===== src/rtl/ps2_letter_rx.sv =====
`default_nettype none
// ============================================================================
// Module      : ps2_letter_rx
// Description : PS/2 keyboard receiver that turns set-2 make codes for the
//               letter keys into a 5-bit letter index (0=A .. 25=Z).
//               Break (0xF0) and extended (0xE0) prefixes are tracked, and the
//               byte that follows either prefix is swallowed.
//               Framing: start 0, 8 data bits LSB first, odd parity, stop 1.
//               A frame that stalls for TIMEOUT_CYCLES clk_in cycles is
//               aborted with an error pulse.
// Ports       : clk_in           - system clock
//               rst_in           - asynchronous active-high reset
//               ps2_clk_in       - raw PS/2 clock pin (asynchronous)
//               ps2_data_in      - raw PS/2 data pin (asynchronous)
//               letter_out       - decoded letter, held between valid pulses
//               letter_valid_out - one-cycle pulse marking a new letter_out
//               error_out        - one-cycle pulse on parity/framing/timeout
// Options     : PS2_TYPEMATIC_FILTER_EN - when defined, a repeated make code
//               for the last emitted letter is suppressed until that key's
//               break code is seen.
// Revision    : 1.0 - initial release
// ============================================================================
module ps2_letter_rx #(
    parameter int TIMEOUT_CYCLES = 10000
) (
    input  logic       clk_in,
    input  logic       rst_in,
    input  logic       ps2_clk_in,
    input  logic       ps2_data_in,
    output logic [4:0] letter_out,
    output logic       letter_valid_out,
    output logic       error_out
);

    localparam int                 c_CNT_W   = $clog2(TIMEOUT_CYCLES + 1);
    localparam logic [c_CNT_W-1:0] c_TO_LAST = c_CNT_W'(TIMEOUT_CYCLES - 1);
    localparam logic [7:0]         c_BREAK   = 8'hF0;
    localparam logic [7:0]         c_EXT     = 8'hE0;

    typedef enum logic [1:0] {
        S_IDLE   = 2'd0,
        S_DATA   = 2'd1,
        S_PARITY = 2'd2,
        S_STOP   = 2'd3
    } state_t;

    // ------------------------------------------------------------------
    // Synchronizers. They reset to 1, the idle level of both PS/2 lines,
    // so releasing reset never manufactures a falling edge.
    // ------------------------------------------------------------------
    logic r_ps2c_s1, r_ps2c_s2, r_ps2c_prev;
    logic r_ps2d_s1, r_ps2d_s2;
    logic w_fall;
    logic w_data;

    always_ff @(posedge clk_in or posedge rst_in) begin
        if (rst_in) begin
            r_ps2c_s1   <= 1'b1;
            r_ps2c_s2   <= 1'b1;
            r_ps2c_prev <= 1'b1;
            r_ps2d_s1   <= 1'b1;
            r_ps2d_s2   <= 1'b1;
        end else begin
            r_ps2c_s1   <= ps2_clk_in;
            r_ps2c_s2   <= r_ps2c_s1;
            r_ps2c_prev <= r_ps2c_s2;
            r_ps2d_s1   <= ps2_data_in;
            r_ps2d_s2   <= r_ps2d_s1;
        end
    end

    assign w_fall = r_ps2c_prev & ~r_ps2c_s2;
    assign w_data = r_ps2d_s2;

    // ------------------------------------------------------------------
    // Frame receiver. It emits at most one event per cycle: either a good
    // byte or an error, so the two output pulses derived from these events
    // can never coincide.
    // ------------------------------------------------------------------
    state_t             r_state;
    logic [7:0]         r_shift;
    logic [2:0]         r_bit_cnt;
    logic [c_CNT_W-1:0] r_to_cnt;
    logic               r_parity;
    logic               r_evt_byte;
    logic               r_evt_err;
    logic [7:0]         r_byte;

    always_ff @(posedge clk_in or posedge rst_in) begin
        if (rst_in) begin
            r_state    <= S_IDLE;
            r_shift    <= 8'h00;
            r_bit_cnt  <= 3'd0;
            r_to_cnt   <= '0;
            r_parity   <= 1'b0;
            r_evt_byte <= 1'b0;
            r_evt_err  <= 1'b0;
            r_byte     <= 8'h00;
        end else begin
            r_evt_byte <= 1'b0;
            r_evt_err  <= 1'b0;
            if (w_fall) begin
                r_to_cnt <= '0;
                case (r_state)
                    S_IDLE: begin
                        // A high level on an edge while idle is not a start bit
                        if (!w_data) begin
                            r_state   <= S_DATA;
                            r_bit_cnt <= 3'd0;
                        end
                    end
                    S_DATA: begin
                        r_shift   <= {w_data, r_shift[7:1]};
                        r_bit_cnt <= r_bit_cnt + 3'd1;
                        if (r_bit_cnt == 3'd7) begin
                            r_state <= S_PARITY;
                        end
                    end
                    S_PARITY: begin
                        r_parity <= w_data;
                        r_state  <= S_STOP;
                    end
                    S_STOP: begin
                        r_state <= S_IDLE;
                        if (w_data && (^{r_shift, r_parity})) begin
                            r_evt_byte <= 1'b1;
                            r_byte     <= r_shift;
                        end else begin
                            r_evt_err <= 1'b1;
                        end
                    end
                    default: r_state <= S_IDLE;
                endcase
            end else if (r_state != S_IDLE) begin
                if (r_to_cnt == c_TO_LAST) begin
                    r_state   <= S_IDLE;
                    r_to_cnt  <= '0;
                    r_evt_err <= 1'b1;
                end else begin
                    r_to_cnt <= r_to_cnt + c_CNT_W'(1);
                end
            end
        end
    end

    // ------------------------------------------------------------------
    // Set-2 scan code to letter index. Bit 5 flags a letter key.
    // ------------------------------------------------------------------
    function automatic logic [5:0] f_decode(input logic [7:0] code);
        logic [5:0] v;
        case (code)
            8'h1C: v = {1'b1, 5'd0};
            8'h32: v = {1'b1, 5'd1};
            8'h21: v = {1'b1, 5'd2};
            8'h23: v = {1'b1, 5'd3};
            8'h24: v = {1'b1, 5'd4};
            8'h2B: v = {1'b1, 5'd5};
            8'h34: v = {1'b1, 5'd6};
            8'h33: v = {1'b1, 5'd7};
            8'h43: v = {1'b1, 5'd8};
            8'h3B: v = {1'b1, 5'd9};
            8'h42: v = {1'b1, 5'd10};
            8'h4B: v = {1'b1, 5'd11};
            8'h3A: v = {1'b1, 5'd12};
            8'h31: v = {1'b1, 5'd13};
            8'h44: v = {1'b1, 5'd14};
            8'h4D: v = {1'b1, 5'd15};
            8'h15: v = {1'b1, 5'd16};
            8'h2D: v = {1'b1, 5'd17};
            8'h1B: v = {1'b1, 5'd18};
            8'h2C: v = {1'b1, 5'd19};
            8'h3C: v = {1'b1, 5'd20};
            8'h2A: v = {1'b1, 5'd21};
            8'h1D: v = {1'b1, 5'd22};
            8'h22: v = {1'b1, 5'd23};
            8'h35: v = {1'b1, 5'd24};
            8'h1A: v = {1'b1, 5'd25};
            default: v = 6'd0;
        endcase
        return v;
    endfunction

    logic [5:0] w_decode;
    logic       w_hit;
    logic [4:0] w_letter;

    assign w_decode = f_decode(r_byte);
    assign w_hit    = w_decode[5];
    assign w_letter = w_decode[4:0];

    // ------------------------------------------------------------------
    // Byte interpreter and output registers. Prefix flags only change on
    // accepted bytes, so errors and timeouts leave them intact.
    // ------------------------------------------------------------------
    logic r_break;
    logic r_ext;
`ifdef PS2_TYPEMATIC_FILTER_EN
    logic [4:0] r_last;
    logic       r_suppress;
`endif

    always_ff @(posedge clk_in or posedge rst_in) begin
        if (rst_in) begin
            letter_out       <= 5'd0;
            letter_valid_out <= 1'b0;
            error_out        <= 1'b0;
            r_break          <= 1'b0;
            r_ext            <= 1'b0;
`ifdef PS2_TYPEMATIC_FILTER_EN
            r_last           <= 5'd0;
            r_suppress       <= 1'b0;
`endif
        end else begin
            letter_valid_out <= 1'b0;
            error_out        <= r_evt_err;
            if (r_evt_byte) begin
                if (r_byte == c_BREAK) begin
                    r_break <= 1'b1;
                end else if (r_byte == c_EXT) begin
                    r_ext <= 1'b1;
                end else if (r_break || r_ext) begin
                    r_break <= 1'b0;
                    r_ext   <= 1'b0;
`ifdef PS2_TYPEMATIC_FILTER_EN
                    // Release of the repeating (non-extended) key re-arms it
                    if (r_break && !r_ext && w_hit && (w_letter == r_last)) begin
                        r_suppress <= 1'b0;
                    end
`endif
                end else if (w_hit) begin
`ifdef PS2_TYPEMATIC_FILTER_EN
                    if (!(r_suppress && (w_letter == r_last))) begin
                        letter_out       <= w_letter;
                        letter_valid_out <= 1'b1;
                        r_last           <= w_letter;
                        r_suppress       <= 1'b1;
                    end
`else
                    letter_out       <= w_letter;
                    letter_valid_out <= 1'b1;
`endif
                end
            end
        end
    end

endmodule
`default_nettype wire


===== config.mk =====
export PLATFORM = sky130hd
export DESIGN_NAME = ps2_letter_rx
export DESIGN_NICKNAME = d
export VERILOG_FILES = /design/src/rtl/ps2_letter_rx.sv
export SDC_FILE = /design/constraint.sdc
export NUM_CORES = 1
export LEC_CHECK = 0
export ABC_AREA = 1
export CORE_UTILIZATION = 25
export CTS_CLUSTER_SIZE = 24
export DETAILED_ROUTE_END_ITERATION = 16
export GPL_TIMING_DRIVEN = 0
export PLACE_DENSITY = 0.36
export SLEW_MARGIN = 10
export SYNTH_ARGS = -nofsm -noshare
export SYNTH_HDL_FRONTEND = slang
export SYNTH_SLANG_ARGS = --single-unit

===== constraint.sdc =====
create_clock -name clk_in -period 2.65 [get_ports clk_in]
set_clock_uncertainty 0.1 [all_clocks]
set_input_delay 0.3975 -clock clk_in [delete_from_list [all_inputs] [get_ports clk_in]]
set_output_delay 0.3975 -clock clk_in [all_outputs]
set_load 0.005 [all_outputs]

==> qor.txt <==
Worst R2R Setup Slack = 0.89 ns
Area contributors post-synth = dfrtp_1, nand2_1, inv_1
CORE AREA = 11660 um2
Worst-path cell chain = inv_1 > nor2_4 > inv_2 > nor2_2 > nand3_4 > nand2_1 > nand2_1
Worst r2r path cells = 7
Hold depth = 0
Post-Route WL = 6835 um
Final Power = 2.075 mW
Layout area overhead = 14.74%
Mapped Nets = 419
Vias per Instance = 4.501
Antenna cell count = 0
Yosys warns = 0
CP Capture Type = flop
Slew Limit Fails = 0
Tmin final = 1.761 ns
Netlist Area Pre-Place = 3048 um2
TritonCTS buffer count = 5
Most frequent cells in the layout = nand2_1, dfrtp_1, inv_1
CTS tree = done
Non-filler cells, final = 569
Count of cell types in the netlist = 41
Synth area leader = dfrtp_1
Total iterations of the first detailed-routing run = 4
Largest net degree at the start of global routing = 35
Clock Sinks = 52
WP data required = 2.73 ns
Vias = 2561
Final Hold Vio Count = 0
Clock-pin slew on the worst setup and hold paths = 0.07 ns
Clock Latency Late Sink = 0.29 ns
Root Driver = clkbuf_16
Post-DP HPWL = 5192 um
FP Rows = 39
CP max FO = 10
Cts hold-fix bufs = 0
Max Freq = 0.5678 GHz
Met2 Usage GRT = 20.58%
Slack of the critical path = 0.8889 ns
Initial Util = 26.13%
Fillers = 1250
Post-CTS Setup Bufs = 0
Most common flop cell mapped by yosys = dfrtp_1
Design area = 3497 um2
CTS resizes = 0
Io pins = 11
Syn Area/Cell = 7.489 um2
CP max stage cell = dfstp_2
Status = complete, no violations
DIE WIDTH = 112.4 um
Pre-CTS setup slack = 0.8700 ns
Unrepaired setup endpoints after global routing = no
Sequential fraction of the synthesis area = 42.90%
Final setup vio count = 0
IO Port Bufs = 10
Met3 GRT Util = 2.322%
Drt initial violations = 136
Most common cell after layout, fill and taps aside = nand2_1
Die area = 12640 um2
Peak VDD IR = 0.2124 mV
WL/cell = 12.01 um
Post-route clock period utilization = 66.46%
Cell count after synthesis = 407
Overflow after GRT = 0
CP Class = reg -> reg
H-tree depth = 2
CP Buf/Inv Count = 2
Worst-Margin Slew = 0.4649 ns
Crit-path max cell delay = 0.51 ns
FF+latch count, synth = 52
Worst-case clock buffer depth = 2
Final ANT Viol Nets = 0
Post-synth ARST share = 100.0%
Critical path depth in cells = 7
Post-synth top area share = 38.59%
Crit-path most repeated cell = nand2_1
Cell area after placement = 3347 um2
Die Ht = 112.4 um
Cell Pwr Density = 593.5 nW/um2
Nets = 437
Max-cap violation count = 0
Slew HR = 68.97%
Drt drc = 0
Crit-path leading delay family = simple AND/OR/NAND/NOR gates
Layer with the highest usage = met2
Tot GR Track Use = 12.15%
Worst hold-check path type = reg -> reg
Antenna violations before repair = 0
Worst hold slack = 0.2496 ns
Setup crit start kind = flop
Placed cell count = 561
M1 GR Usage = 15.63%
Leak Pwr = 1.706 nW
GP Congestion = 0.8093
Vias in the first global route = 2599
First-pass GRT wire length = 12340 um
Layout cell share with drive strength beyond 1 = 11.74%
WP data arrival = 1.84 ns
Number of synthesized flops with an enable pin = 0
## path summary, 6_finish.rpt
kind	startpoint	end
max	r_ps2c_prev$_DFF_PP1_	r_byte[7]$_DFFE_PP0P_
min	r_evt_err$_DFF_PP0_	error_out$_DFF_PP0_
max reg2reg	r_ps2c_prev$_DFF_PP1_	r_byte[7]$_DFFE_PP0P_
min reg2reg	r_evt_err$_DFF_PP0_	error_out$_DFF_PP0_
max in group asynchronous	rst_in	r_ps2c_prev$_DFF_PP1_
min in group asynchronous	rst_in	letter_out[4]$_DFFE_PP0P_
## power by group
part	switching (mW)	leakage [nW]	internal [mW]	total [mW]
clock	0.289	0.0701	0.377	0.667
combinational	0.318	0.932	0.153	0.471
sequential	0.0716	0.704	0.866	0.938
total	0.679	1.71	1.40	2.08
## worst register-to-register path, stage by stage (launching register included)
cell and delay [ns]:
dfstp_2 0.51, inv_1 0.05, nor2_4 0.16, inv_2 0.10, nor2_2 0.38, nand3_4 0.20
nand2_1 0.11, nand2_1 0.05
## state kept, by name, summed over array words and instances (netlist names), 2 cells and up
| register | flops |
|---|---|
| letter_out | 5 |
| r_bit_cnt | 3 |
| r_byte | 8 |
| r_shift | 8 |
| r_state | 2 |
| r_to_cnt | 14 |
## through the flow
| stage | setup TNS (ns) | util [%] |
|---|---|---|
| 2_1_floorplan | 0 | - |
| 3_3_place_gp | -14.26 | 28.53 |
| 3_5_place_dp | 0 | 28.70 |
| 4_1_cts | 0 | 29.99 |
| 5_1_grt | 0 | 29.99 |
| 6_report | 0 | 29.99 |
## final cells by class
cell class              count  area (um2)  share of cell area, %
multi-input cells         300        1518                  43.40
flip-flops and latches     52        1308                  37.39
inverters                  49       186.4                  5.331
well taps                 143       178.9                  5.116
clock buffers               7       142.6                  4.079
repair buffers             11       120.1                  3.435
plain buffers               6       36.28                  1.038
clock inverters             1       7.507                 0.2147
## logic make-up (layout without fill, tap and decap cells)
family / count (synthesis) / in the layout / synth area share [%]
fa+ha+maj: 8 / 8 / 3.284
buf+inv: 55 / 74 / 7.307
simple gates: 234 / 234 / 35.18
xor+xnor: 4 / 4 / 1.150
compound gates: 54 / 54 / 10.18
flops: 52 / 52 / 42.90
## layer usage
layer,up-vias,wire (um)
met5,-,0
met4,0,108
met3,10,143
met2,30,3241
met1,1176,3342
li1,1345,-
## cells in the mapped netlist (3+ instances only)
cell / number
ha_1: 8
nor3_1: 3
o21ai_0: 27
dfrtp_1: 47
dfstp_2: 5
a21oi_1: 10
nand2_1: 142
inv_1: 40
nand2_2: 8
nand4_1: 8
nor2_1: 26
nand3_1: 29
nand2_4: 4
o21ai_1: 4
inv_2: 7
nor3_2: 3
No activity file was read; power rests on OpenSTA's default activity.
